## config.mk

```make
export PLATFORM = sky130hd
export DESIGN_NAME = spi_slave
export DESIGN_NICKNAME = d
export VERILOG_FILES = /design/src/rtl/spi_pkg.sv /design/src/rtl/spi_tx_shifter.sv /design/src/rtl/spi_slave.sv
export SDC_FILE = /design/constraint.sdc
export NUM_CORES = 1
export LEC_CHECK = 0
export ABC_AREA = 0
export ABC_CLOCK_PERIOD_IN_PS = 2100
export BUFFER_PORTS_ARGS = -buffer_cell sky130_fd_sc_hd__buf_2
export CAP_MARGIN = 15
export CORE_MARGIN = 2
export CORE_UTILIZATION = 56
export DETAILED_ROUTE_END_ITERATION = 7
export HOLD_SLACK_MARGIN = 0.03
export PLACE_DENSITY = 0.78
export SETUP_SLACK_MARGIN = 0.5
export SYNTH_ARGS = -nofsm -noshare
export SYNTH_HDL_FRONTEND = slang
export SYNTH_SLANG_ARGS = --single-unit
```

## constraint.sdc

```tcl
create_clock -name clk -period 2.1 [get_ports clk]
set_input_delay 0.42 -clock clk [delete_from_list [all_inputs] [get_ports clk]]
set_output_delay 0.42 -clock clk [all_outputs]
set_load 0.005 [all_outputs]
```

## src/rtl/spi_pkg.sv

```systemverilog
// Shared definitions for the SPI slave: FSM state encoding, RAM command
// opcodes carried in rx_data[9:8], and default widths.
// No ports; imported by spi_slave and spi_tx_shifter.
package spi_pkg;

  localparam int RX_WIDTH_DEF  = 10;
  localparam int TX_WIDTH_DEF  = 8;
  localparam int CNT_WIDTH_DEF = 4;

  typedef enum logic [2:0] {
    IDLE      = 3'd0,
    CHK_CMD   = 3'd1,
    WRITE     = 3'd2,
    READ_ADD  = 3'd3,
    READ_DATA = 3'd4
  } state_t;

  // Opcodes in the top two bits of a command word; forwarded, never checked.
  localparam logic [1:0] OP_WR_ADDR = 2'b00;
  localparam logic [1:0] OP_WR_DATA = 2'b01;
  localparam logic [1:0] OP_RD_ADDR = 2'b10;
  localparam logic [1:0] OP_RD_DATA = 2'b11;

endpackage

```

## src/rtl/spi_tx_shifter.sv

```systemverilog
// Parallel-load, serial-out MISO register, MSB first.
// Ports: clk/rst_n (sync, active low); clear aborts and zeroes; load captures
//        load_data and drives its MSB; shift_en advances; miso out; done = byte sent.
module spi_tx_shifter
  import spi_pkg::*;
#(
  parameter int TX_WIDTH  = TX_WIDTH_DEF,
  parameter int CNT_WIDTH = CNT_WIDTH_DEF
) (
  input  logic                clk,
  input  logic                rst_n,
  input  logic                clear,
  input  logic                load,
  input  logic [TX_WIDTH-1:0] load_data,
  input  logic                shift_en,
  output logic                miso,
  output logic                done
);

  logic [TX_WIDTH-1:0]  sreg;
  logic [CNT_WIDTH-1:0] bits_out;  // bits already presented on miso
  logic                 active;

  always_ff @(posedge clk) begin
    if (!rst_n || clear) begin
      sreg     <= '0;
      bits_out <= '0;
      active   <= 1'b0;
      miso     <= 1'b0;
      done     <= 1'b0;
    end else if (load) begin
      // The MSB goes out on the load edge itself, so the byte occupies the
      // TX_WIDTH cycles directly following the load.
      miso     <= load_data[TX_WIDTH-1];
      sreg     <= {load_data[TX_WIDTH-2:0], 1'b0};
      bits_out <= CNT_WIDTH'(1);
      active   <= 1'b1;
      done     <= 1'b0;
    end else if (shift_en && active) begin
      if (bits_out == CNT_WIDTH'(TX_WIDTH)) begin
        miso   <= 1'b0;
        active <= 1'b0;
        done   <= 1'b1;
      end else begin
        miso     <= sreg[TX_WIDTH-1];
        sreg     <= {sreg[TX_WIDTH-2:0], 1'b0};
        bits_out <= bits_out + CNT_WIDTH'(1);
      end
    end
  end

endmodule

```

## src/rtl/spi_slave.sv

```systemverilog
// SPI slave front end: MOSI frames -> 10-bit RAM commands, RAM read byte -> MISO.
// Ports: clk = SCK (posedge), rst_n sync active low, ss_n/mosi/miso pins,
//        rx_data/rx_valid command strobe to RAM, tx_data/tx_valid read response.
module spi_slave
  import spi_pkg::*;
#(
  parameter int RX_WIDTH  = RX_WIDTH_DEF,
  parameter int TX_WIDTH  = TX_WIDTH_DEF,
  parameter int CNT_WIDTH = CNT_WIDTH_DEF
) (
  input  logic                clk,
  input  logic                rst_n,
  input  logic                ss_n,
  input  logic                mosi,
  output logic                miso,
  output logic [RX_WIDTH-1:0] rx_data,
  output logic                rx_valid,
  input  logic [TX_WIDTH-1:0] tx_data,
  input  logic                tx_valid
);

  state_t               state_q, state_d;
  logic [CNT_WIDTH-1:0] bit_cnt;
  logic [RX_WIDTH-2:0]  rx_shift;      // first RX_WIDTH-1 payload bits
  logic                 rx_done;       // payload complete; ignore further mosi
  logic                 rd_addr_done;  // a read address was sent, next read is data
  logic                 tx_wait;       // read command issued, waiting for RAM data
  logic                 tx_load;
  logic                 tx_done;
  logic                 in_payload;

  // ---------------- state register ----------------
  always_ff @(posedge clk) begin
    if (!rst_n) state_q <= IDLE;
    else        state_q <= state_d;
  end

  // ---------------- next-state logic ----------------
  always_comb begin
    state_d = state_q;
    if (ss_n) begin
      state_d = IDLE;
    end else begin
      unique case (state_q)
        IDLE:    state_d = CHK_CMD;
        CHK_CMD: begin
          if (!mosi)             state_d = WRITE;
          else if (rd_addr_done) state_d = READ_DATA;
          else                   state_d = READ_ADD;
        end
        WRITE, READ_ADD, READ_DATA: state_d = state_q;
        default: state_d = IDLE;
      endcase
    end
  end

  assign in_payload = (state_q == WRITE) || (state_q == READ_ADD) ||
                      (state_q == READ_DATA);

  // Only the first tx_valid after this frame's command counts; tx_wait is set
  // on the completion edge, so a level held over from an earlier read cannot
  // load before the new command has been issued.
  assign tx_load = (state_q == READ_DATA) && !ss_n && tx_wait && tx_valid && !tx_done;

  // ---------------- receive datapath ----------------
  always_ff @(posedge clk) begin
    if (!rst_n) begin
      bit_cnt      <= '0;
      rx_shift     <= '0;
      rx_done      <= 1'b0;
      rx_data      <= '0;
      rx_valid     <= 1'b0;
      rd_addr_done <= 1'b0;
      tx_wait      <= 1'b0;
    end else begin
      rx_valid <= 1'b0;
      if (ss_n) begin
        // Aborted or finished frame: rx_data and rd_addr_done keep their values.
        bit_cnt <= '0;
        rx_done <= 1'b0;
        tx_wait <= 1'b0;
      end else if (state_q == CHK_CMD) begin
        bit_cnt <= '0;
        rx_done <= 1'b0;
      end else if (in_payload && !rx_done) begin
        rx_shift <= {rx_shift[RX_WIDTH-3:0], mosi};
        if (bit_cnt == CNT_WIDTH'(RX_WIDTH - 1)) begin
          rx_data  <= {rx_shift, mosi};
          rx_valid <= 1'b1;
          rx_done  <= 1'b1;
          if (state_q == READ_ADD)  rd_addr_done <= 1'b1;
          if (state_q == READ_DATA) begin
            rd_addr_done <= 1'b0;
            tx_wait      <= 1'b1;
          end
        end else begin
          bit_cnt <= bit_cnt + CNT_WIDTH'(1);
        end
      end else if (tx_load) begin
        tx_wait <= 1'b0;
      end
    end
  end

  // ---------------- transmit path ----------------
  spi_tx_shifter #(
    .TX_WIDTH  (TX_WIDTH),
    .CNT_WIDTH (CNT_WIDTH)
  ) u_tx (
    .clk       (clk),
    .rst_n     (rst_n),
    .clear     (ss_n),
    .load      (tx_load),
    .load_data (tx_data),
    .shift_en  (state_q == READ_DATA),
    .miso      (miso),
    .done      (tx_done)
  );

endmodule

```

==> metrics.txt <==
total number of vias=1,506; library cell occupying the most area in the post-synthesis netlist=dfxtp_1; Total Power=1.29 mW; per-cell routed wire length=14.0 um; internal power=984 uW; Hold Path Class=in2reg; final cell area excluding filler cells=2130 sq um; clock tree root driver cell=clkbuf_4; wire length of the first global-routing pass=5730 um; endpoints failing hold=0; kind of end point of the critical path=register; share of post-route cells with drive strength above 1=21.9%; cell depth of the worst flop-to-flop path=5; share of the core filled with cells=68.7%; CTS tree=yes; setup slack, reg-to-reg=0.57 ns; htree depth=2; aggregate global-route resource usage=21.0%; post-synth net total=217; minimum clock period after layout=1.53 ns; aggregate global routing overflow=0; sequential fraction of design power=65.4%; initial core utilization=59.7%; startpoint of the worst-slack reg-to-reg timing path=state_q[1]; share of power burned in combinational logic=4.8%; clock buffer count from CTS=5; worst clock skew on the final layout=0.00837 ns; Via density=5.54; critical path type=reg2reg; flip-flop and latch count after synthesis=44; clock share of power=29.8%; layout-stage area growth over the synthesis result=15.1%; part of the Yosys area used for sequential elements=47.6%; endpoint of the most critical register-to-register path=rx_data[6]; Hold Startpoint=mosi; Pins Over Slew Limit=0; Die ar.=3780 sq um; critical path data arrival time=1.80 ns; depth of the worst hold-timing path=3; dominant register cell in the synthesized netlist=dfxtp_1; final routed DRC violation total=0; total number of nets in the final design=245; fill count=257; final sum of negative setup slack=0 ns; number of antenna diodes=0; final cycle utilization of the critical path=73.1%; Cells after DPL=261; Boundary Pins=25; Clock Sink Count=44; instance area at placement=1990 sq um; number of buffers added on ports=24; top post-synthesis cells by area=dfxtp_1 48%, mux2i_1 10%, nor2_1 4.7%; total power per unit cell area=605 nW/um^2; post-detail-place hpwl=2510 um; commonest non-fill, non-tap cells in the layout=43 x dfxtp_1, 24 x buf_2, 22 x nor2_1; Syn Area/Cell=9.26 sq um; clock insertion delay at the later pin of the skew report=0.36 ns; Antenna Violating Nets Remaining=0; hold-critical path endpoint=rx_shift[0]; relative slew slack=58.4%; Die H=61.5 um; final standard cell count with taps included and fillers excluded=272; clock transition time at the flip-flop clock pins of the worst setup and hold paths=0.12 ns; post-synthesis instance area=1850 sq um; status=finished clean; num rows=20; worst IR drop on VDD=0.000339 V; pin count of the biggest net entering global routing=21; kind of launch point of the worst setup path=register; number of synthesis warnings=0; highest clock frequency the design can meet=652 MHz; deepest clock path buffer count=2; number of synthesized flops with an enable pin=0; fraction of synthesized cell area taken by the top area cell type=47.6%; number of antenna violations at the first check in global routing=0; initial detailed-routing violation count=56; unrepaired setup endpoints after global routing=true; RePlAce Congestion=0.768; most frequent standard cell in the layout excluding fill and tap cells=dfxtp_1; total detailed-routing wirelength=3820 um; final count of negative-setup-slack endpoints=0; static power due to leakage=0.915 nW; CORE AREA=3100 sq um; P_sw=305 uW; Worst Max-Slew Pin Slew=0.617 ns; number of global-route vias before repair=1,331; share of flip-flops with an asynchronous set or reset=0%; number of hold buffers added after cts=0; CP max FO=9; required time of the critical path=2.36 ns; synth unique cells=38; width of the chip=61.5 um; Syn Inst Count=200; share of total power consumed by net switching=23.7%; first-pass detailed-route iteration total=4; max-cap check violation count=0
## critical path: stages, from the launching register on
cell	delay (ns)
dfxtp_1	0.53
nor3b_4	0.10
buf_4	0.17
o211ai_2	0.36
mux2i_1	0.23
nor2_1	0.06
## metal layers
layer,wire (um),vias up,share of wire [%],GRT usage [%]
met4,79,0,2.1,9.12
li1,-,760,-,-
met2,1840,36,48,34.0
met1,1700,702,45,26.0
met5,0,-,0,0
met3,195,8,5.1,5.88
## state kept, by name, summed over array words and instances (netlist names)
signal         cells
u_tx.done          1
u_tx.bits_out      4
rd_addr_done       1
u_tx.active        1
u_tx.miso          1
bit_cnt            4
rx_shift           9
state_q            3
rx_valid           1
rx_data           10
tx_wait            1
u_tx.sreg          7
rx_done            1
## final cells by class
| type | instances | area (sq um) | share of cell area, % |
|---|---|---|---|
| multi-input combinational | 140 | 940 | 44.1 |
| clock buffer | 5 | 37.5 | 1.76 |
| clock inverter | 2 | 12.5 | 0.587 |
| sequential | 44 | 882 | 41.4 |
| inverter | 7 | 26.3 | 1.23 |
| tap | 44 | 55.1 | 2.58 |
| timing repair buffer | 30 | 178 | 8.34 |
## through the flow
stage                     worst slack [ns]  hold slack (ns)
after floorplan                      0.596            0.436
after global placement               0.376            0.449
after detailed placement             0.298            0.455
after CTS                            0.459            0.315
after global routing                 0.469            0.339
final                                0.566            0.328
## how the worst max path moves through the flow
stage / start / endpoint / slack [ns] / cells after the start
6_report: state_q[1] / rx_data[6] / 0.57 / 5
5_1_grt: state_q[0] / bit_cnt[1] / 0.47 / 4
4_1_cts: state_q[2] / u_tx.done / 0.46 / 4
3_5_place_dp: ss_n / u_tx.done / 0.30 / 5
3_3_place_gp: ss_n / u_tx.done / 0.38 / 5
2_1_floorplan: bit_cnt[0] / rx_data[0] / 0.60 / 7
## synth_stat cells (2+ instances only)
library cell and n:
a211oi_1 2, a21oi_1 12, buf_2 4, buf_6 2
clkbuf_1 4, dfxtp_1 44, ha_1 4, inv_1 7
mux2i_1 19, nand2_1 14, nand2b_1 3, nand3_1 15
nand4_1 2, nor2_1 23, nor3_1 3, o21ai_0 9
o21ai_1 9, xnor2_1 3, xor2_1 2
## what timing repair did
item                       4_1_cts  5_1_grt
resized for setup                1        8
pin swaps                        0        2
setup buffers                    1        2
gates cloned                     0        1
setup endpoints to repair       26       36
## power groups by stage
stage                     logic (mW)  clock network, mW  registers [mW]
final                         0.0616              0.384           0.843
after CTS                     0.0547              0.396           0.843
after global placement        0.0523                  0           0.861
after global routing          0.0679              0.432           0.844
after detailed placement      0.0537                  0           0.862
after floorplan               0.0370                  0           0.857
## logic make-up after synthesis
| kind of cell | after synthesis | synth area share [%] |
|---|---|---|
| AOI/OAI and AO/OA | 42 | 13.9 |
| xor gates and xnor gates | 5 | 2.37 |
| adders and majority gates | 4 | 2.70 |
| buffers and inverters | 17 | 4.53 |
| DFF | 44 | 47.6 |
| muxes | 19 | 10.3 |
| and+or+nand+nor | 69 | 18.7 |
(Power assumes the default switching activity.)
